**config.mk**
```make
export PLATFORM = sky130hd
export DESIGN_NAME = bin2bcd_iter_flat
export DESIGN_NICKNAME = d
export VERILOG_FILES = /design/src/rtl/bin2bcd_pkg.sv /design/src/rtl/bin2bcd_iter_if.sv /design/src/rtl/bcd_add3.sv /design/src/rtl/bin2bcd_iter.sv /design/src/flat_wrapper.sv
export SDC_FILE = /design/constraint.sdc
export NUM_CORES = 1
export LEC_CHECK = 0
export CORE_AREA = 2 2 135 137
export DETAILED_ROUTE_END_ITERATION = 10
export DIE_AREA = 0 0 137 139
export GPL_TIMING_DRIVEN = 0
export SLEW_MARGIN = 20
export SYNTH_ARGS = -nofsm -noshare
export SYNTH_HDL_FRONTEND = slang
export SYNTH_SLANG_ARGS = --single-unit
```
**constraint.sdc**
```tcl
create_clock -name clk -period 4.2 [get_ports clk]
set_input_delay 0.42 -clock clk [delete_from_list [all_inputs] [get_ports clk]]
set_output_delay 0.42 -clock clk [all_outputs]
set_load 0.01 [all_outputs]
```
**src/rtl/bin2bcd_pkg.sv**
```systemverilog
// Shared types and constants for the iterative binary-to-BCD converter.
// Digit correction constants, FSM states and the decimal range helper live here.
package bin2bcd_pkg;

  typedef enum logic [1:0] {
    IDLE  = 2'd0,
    SHIFT = 2'd1,
    DONE  = 2'd2
  } state_e;

  localparam int          DIG_W      = 4;
  localparam logic [3:0]  DIG_THRESH = 4'd5;
  localparam logic [3:0]  DIG_ADD    = 4'd3;

  localparam int W_DEF      = 20;
  localparam int DIGITS_DEF = 6;

  function automatic int cnt_width(input int w);
    return $clog2(w + 1);
  endfunction

  localparam int CNT_W_DEF = cnt_width(W_DEF);

  // Largest value representable on the display, 10^digits - 1.
  function automatic int unsigned dec_max(input int digits);
    int unsigned p;
    p = 1;
    for (int i = 0; i < digits; i++) p = p * 10;
    return p - 1;
  endfunction

  localparam int unsigned DEC_MAX = dec_max(DIGITS_DEF);

endpackage

```
**src/rtl/bin2bcd_iter_if.sv**
```systemverilog
// Conversion request/result bundle between the value source and the converter.
// The display side only consumes dcm/ovf/done; busy is for the requester.
interface bin2bcd_iter_if #(
  parameter int W      = 20,
  parameter int DIGITS = 6
) ();
  logic [W-1:0]          bin;
  logic                  start;
  logic [4*DIGITS-1:0]   dcm;
  logic                  ovf;
  logic                  busy;
  logic                  done;

  modport master (
    output bin, start,
    input  dcm, ovf, busy, done
  );

  modport slave (
    input  bin, start,
    output dcm, ovf, busy, done
  );
endinterface

```
**src/rtl/bcd_add3.sv**
```systemverilog
// Single-digit shift-add-3 corrector: digits of 5..9 get +3 before the next shift.
module bcd_add3
  import bin2bcd_pkg::*;
(
  input  logic [3:0] d_in,
  output logic [3:0] d_out
);

  assign d_out = (d_in >= DIG_THRESH) ? (d_in + DIG_ADD) : d_in;

endmodule

```
**src/rtl/bin2bcd_iter.sv**
```systemverilog
// Iterative binary-to-BCD converter, one shift per clock, result held until the next conversion completes.
//   state | meaning
//   IDLE  | waiting for start or (AUTO) a new bin value
//   SHIFT | W correction+shift steps, then one cycle to publish the result
//   DONE  | done pulse, dcm/ovf already valid
module bin2bcd_iter
  import bin2bcd_pkg::*;
#(
  parameter int W      = W_DEF,
  parameter int DIGITS = DIGITS_DEF,
  parameter int AUTO   = 1
) (
  input  logic           clk,
  input  logic           rst,
  bin2bcd_iter_if.slave  bus
);

  // One spare digit so the full W-bit range converts without wrapping.
  localparam int BCD_W = DIG_W * (DIGITS + 1);
  localparam int DCM_W = DIG_W * DIGITS;
  localparam int CNT_W = cnt_width(W);
  localparam logic [CNT_W-1:0] CNT_LAST = CNT_W'(W);

  state_e           state_q, state_d;
  logic [W-1:0]     shift_q, shift_d;
  logic [BCD_W-1:0] bcd_q, bcd_d;
  logic [CNT_W-1:0] cnt_q, cnt_d;
  logic [W-1:0]     last_bin_q, last_bin_d;
  logic [DCM_W-1:0] dcm_q, dcm_d;
  logic             ovf_q, ovf_d;
  logic             busy_q, busy_d;
  logic             done_q, done_d;

  logic [BCD_W-1:0] bcd_adj;
  logic             trig;

  for (genvar g = 0; g <= DIGITS; g++) begin : g_dig
    bcd_add3 u_add3 (
      .d_in  (bcd_q[DIG_W*g +: DIG_W]),
      .d_out (bcd_adj[DIG_W*g +: DIG_W])
    );
  end

  assign trig = bus.start | ((AUTO != 0) && (bus.bin != last_bin_q));

  always_comb begin
    state_d    = state_q;
    shift_d    = shift_q;
    bcd_d      = bcd_q;
    cnt_d      = cnt_q;
    last_bin_d = last_bin_q;
    dcm_d      = dcm_q;
    ovf_d      = ovf_q;
    busy_d     = busy_q;
    done_d     = 1'b0;
    case (state_q)
      IDLE: begin
        if (trig) begin
          shift_d    = bus.bin;
          last_bin_d = bus.bin;
          bcd_d      = '0;
          cnt_d      = '0;
          busy_d     = 1'b1;
          state_d    = SHIFT;
        end
      end
      SHIFT: begin
        if (cnt_q == CNT_LAST) begin
          dcm_d   = bcd_q[DCM_W-1:0];
          ovf_d   = |bcd_q[BCD_W-1 -: DIG_W];
          done_d  = 1'b1;
          state_d = DONE;
        end else begin
          {bcd_d, shift_d} = {bcd_adj, shift_q} << 1;
          cnt_d            = cnt_q + CNT_W'(1);
        end
      end
      DONE: begin
        busy_d  = 1'b0;
        state_d = IDLE;
      end
      default: begin
        busy_d  = 1'b0;
        state_d = IDLE;
      end
    endcase
  end

  always_ff @(posedge clk or posedge rst) begin
    if (rst) begin
      state_q    <= IDLE;
      shift_q    <= '0;
      bcd_q      <= '0;
      cnt_q      <= '0;
      last_bin_q <= '0;
      dcm_q      <= '0;
      ovf_q      <= 1'b0;
      busy_q     <= 1'b0;
      done_q     <= 1'b0;
    end else begin
      state_q    <= state_d;
      shift_q    <= shift_d;
      bcd_q      <= bcd_d;
      cnt_q      <= cnt_d;
      last_bin_q <= last_bin_d;
      dcm_q      <= dcm_d;
      ovf_q      <= ovf_d;
      busy_q     <= busy_d;
      done_q     <= done_d;
    end
  end

  assign bus.dcm  = dcm_q;
  assign bus.ovf  = ovf_q;
  assign bus.busy = busy_q;
  assign bus.done = done_q;

endmodule

```
**src/flat_wrapper.sv**
```systemverilog
// flat-port wrapper written by rule: the top's interface ports become plain ports
module bin2bcd_iter_flat import bin2bcd_pkg::*;
#(
  parameter int W      = W_DEF,
  parameter int DIGITS = DIGITS_DEF,
  parameter int AUTO   = 1
)
  (clk, rst, bus_bin, bus_start, bus_dcm, bus_ovf, bus_busy, bus_done);
  bin2bcd_iter_if #(.W(W), .DIGITS(DIGITS)) bus_i ();
  input  logic clk;
  input  logic rst;
  input wire logic [$bits(bus_i.bin)-1:0] bus_bin;
  input wire logic [$bits(bus_i.start)-1:0] bus_start;
  output wire logic [$bits(bus_i.dcm)-1:0] bus_dcm;
  output wire logic [$bits(bus_i.ovf)-1:0] bus_ovf;
  output wire logic [$bits(bus_i.busy)-1:0] bus_busy;
  output wire logic [$bits(bus_i.done)-1:0] bus_done;
  assign bus_i.bin = bus_bin;
  assign bus_i.start = bus_start;
  assign bus_dcm = bus_i.dcm;
  assign bus_ovf = bus_i.ovf;
  assign bus_busy = bus_i.busy;
  assign bus_done = bus_i.done;
  bin2bcd_iter #(.W(W), .DIGITS(DIGITS), .AUTO(AUTO)) u_core (.clk(clk), .rst(rst), .bus(bus_i));
endmodule
```
==> impl_metrics.toml <==
[yosys]
yosysMostFrequentCell = "dfrtp_1"
yosysTopAreaCell = "dfrtp_1"
synthTopCellsByArea = "dfrtp_1, mux2_2, mux2_4"
netlist_top_cells_count = "dfrtp_1, nand2_1, mux2_2"
syn_nets = 490
synth_top_area_frac = 0.496
synthSimpleGateAreaFrac = 0.102
ys_seq_area_frac = 0.496
synthAdderAreaFrac = 0.0413
synth.distinct_cells = 36
synth-compound-area-share = 0.0578
yosys_register_bits = 102
synth_area_mm2 = 0.00515
synthFlopType = "dfrtp_1"
yosysWarnings = 0
synthMuxAreaShare = 0.205
synthArstFlopShare = 1.00
avgSynthCellArea_um2 = 11.4
synth-xor-area-share = 0.0561
synth_top_family_by_area = "multiplexers"
synth-edff-count = 0
synth_cells = 450

[finish]
antenna_cells = 0
stdcell_count = 745
drive_gt1_frac = 0.194
fin_util = 0.353
final.fill_count = 1763
final_nets = 551
area_delta_synth_final_pct = 20.9

[sta]
finalMaxSlewViolations = 0
setup_ws_ns = 1.71
fin_skew_ns = 0.00858
worstMarginPinSlew_ns = 0.727
hold_violations = 0
finalCritPeriodShare = 0.592
relSlewSlack = 0.514
timing.fmax_mhz = 402
rsz0062_at_grt = "no"
setup_viol = 0
setup_tns_ns = 0
fin_crit_ns = 2.49

[place]
dp_slack_ns = 1.34
io_buffers = 49
hpwl_um = 7660
dp.cells = 729
place_congestion = 0.778

[route]
drt_iter0_drc = 137
firstDrtPassIters = 4
vias_per_cell = 4.66
drc = 0
final_antenna_net_count = 0
avgRoutedWirePerCell_um = 14.7
wl_um = 11000
vias = 3471

[clocking]
cts_tree = "yes"
h-tree-depth = 3
cts_made_buffers = 9
ctsHoldBuffers = 0
clk-insertion-delay-late_ns = 0.35
post_cts_buffers = 0
path_clk_slew_ns = 0.07
ctsLongestPathBuffers = 2
cts-root-buf = "clkbuf_16"
cts.sinks = 102
cts_resized = 0

[pwr]
swShare = 0.360
p_clk_frac = 0.157
peakVddDrop_uv = 259
leakage_nw = 2.93
switching_power_mw = 1.76
p_int_mw = 3.13
power_frac_comb = 0.480
p_total_mw = 4.89
cellPowerDensity_mw_per_mm2 = 786
p_seq_frac = 0.363

[setup_path]
path_cells = "clkdlybuf4s50_1 > xor2_1 > nor4_1 > nand4_1 > o31a_1 > buf_6 > clkbuf_1 > o21ai_0"
reg2regPathDepth = 7
cp.arrival_ns = 2.74
path_max_fanout = 10
start_kind = "input port"
path_class = "input port to flop"
cp_slowest_cell = "clkdlybuf4s50_1"
worst_setup_path_end_kind = "flop"
required_ns = 4.45
critical_path.max_stage_delay_ns = 0.48

[global_routing]
antenna_found_initial = 0
grtUsageMet3 = 0.0241
grt_max_degree = 64
first_global_vias = 3675
grt_pass1_wl_um = 18500
top_usage_layer = "met2"
grt-ovfl-total = 0
grtUsageMet1 = 0.159
use_met2 = 0.200
grt_usage = 0.123

[die]
fp-row-count = 49
fp.dieW_um = 137
design.die.area_mm2 = 0.0190
start_util = 0.292
pin_count = 50
die_h_um = 139
core_mm2 = 0.0177

[hold_path]
hp-class = "input port to async pin"

[flow_run]
cap_violations = 0

[run_status]
outcome = "complete, no violations"
==> routing by layer <==
layer / vias up / routed length (um)
li1: 1644 / -
met1: 1752 / 5100
met2: 63 / 5300
met3: 12 / 387
met4: 0 / 175
met5: - / 0
==> flip-flops by register name, summed over array words and instances (netlist names) <==
register and flops:
u_core.bus.busy 1, u_core.cnt_q 5, u_core.last_bin_q 20, u_core.shift_q 20, u_core.bcd_q 28, u_core.bus.ovf 1, u_core.state_q 2, u_core.bus.dcm 24
u_core.bus.done 1
==> area by class of cell <==
cell class	count	area, um2	area share
buffer	19	109	0.0175
clock buffer	11	243	0.0390
clock inverter	5	25.0	0.00402
inverter	29	114	0.0183
multi-input combinational	300	2380	0.382
sequential	102	2550	0.410
tap	229	287	0.0460
timing repair buffer	50	518	0.0832
==> per-stage QoR <==
stage               hold slack [ns]  cell area, um2
CTS                           0.467            6230
finish                        0.459            6230
detailed placement            0.494            5960
floorplan                     0.480            5150
global route                  0.505            6230
global placement              0.494            5930
==> power groups by stage <==
| stage | clock network, mW | registers [mW] | logic (mW) |
|---|---|---|---|
| floorplan | 0 | 1.76 | 1.68 |
| global placement | 0 | 1.77 | 2.25 |
| detailed placement | 0 | 1.79 | 2.35 |
| CTS | 0.793 | 1.78 | 2.37 |
| global route | 0.824 | 1.84 | 2.62 |
| finish | 0.767 | 1.78 | 2.35 |
==> cells by family after synthesis <==
group / count (synthesis)
compound gates: 47
mux: 86
flops: 102
buf+inv: 48
simple gates: 117
xor+xnor: 33
fa+ha+maj: 17
==> cell usage in the layout, fill, tap and decap left out, types with 2 or more instances in the layout <==
cell and n:
mux2_1 2, clkinv_2 5, nand3_1 3, a32oi_1 6, a21oi_1 10, buf_6 4, inv_1 28, o22ai_1 3
mux2i_1 11, nand2_1 71, nand2b_1 8, clkdlybuf4s50_1 49, nor3_1 15, o21ai_0 15, dfrtp_1 102, buf_2 6
mux2_4 27, a211oi_1 5, xor2_1 20, and2_1 2, clkbuf_16 9, nor2b_1 6, nor2_1 5, mux2_2 46
clkbuf_1 10, xnor2_1 13, ha_1 17, nor4_1 4
==> critical path: cells and delay by family <==
family	cells	cell delay, ns
simple gates	2	0.61
buf+inv	3	0.96
xor+xnor	1	0.17
compound gates	2	0.57
==> worst paths after layout <==
path | endpoint | slack (ns) | from
min reg2reg | u_core.bus.dcm[2] | 0.51 | u_core.bus.dcm[2]
max reg2reg | u_core.bcd_q[7] | 1.87 | u_core.last_bin_q[4]
min | u_core.last_bin_q[6] | 0.46 | rst
max in group asynchronous | u_core.bus.dcm[6] | 3.09 | rst
min in group clk | u_core.bus.dcm[2] | 0.51 | u_core.bus.dcm[2]
max | u_core.bcd_q[7] | 1.71 | bus_bin[8]
Power figures use the tool's default switching activity.
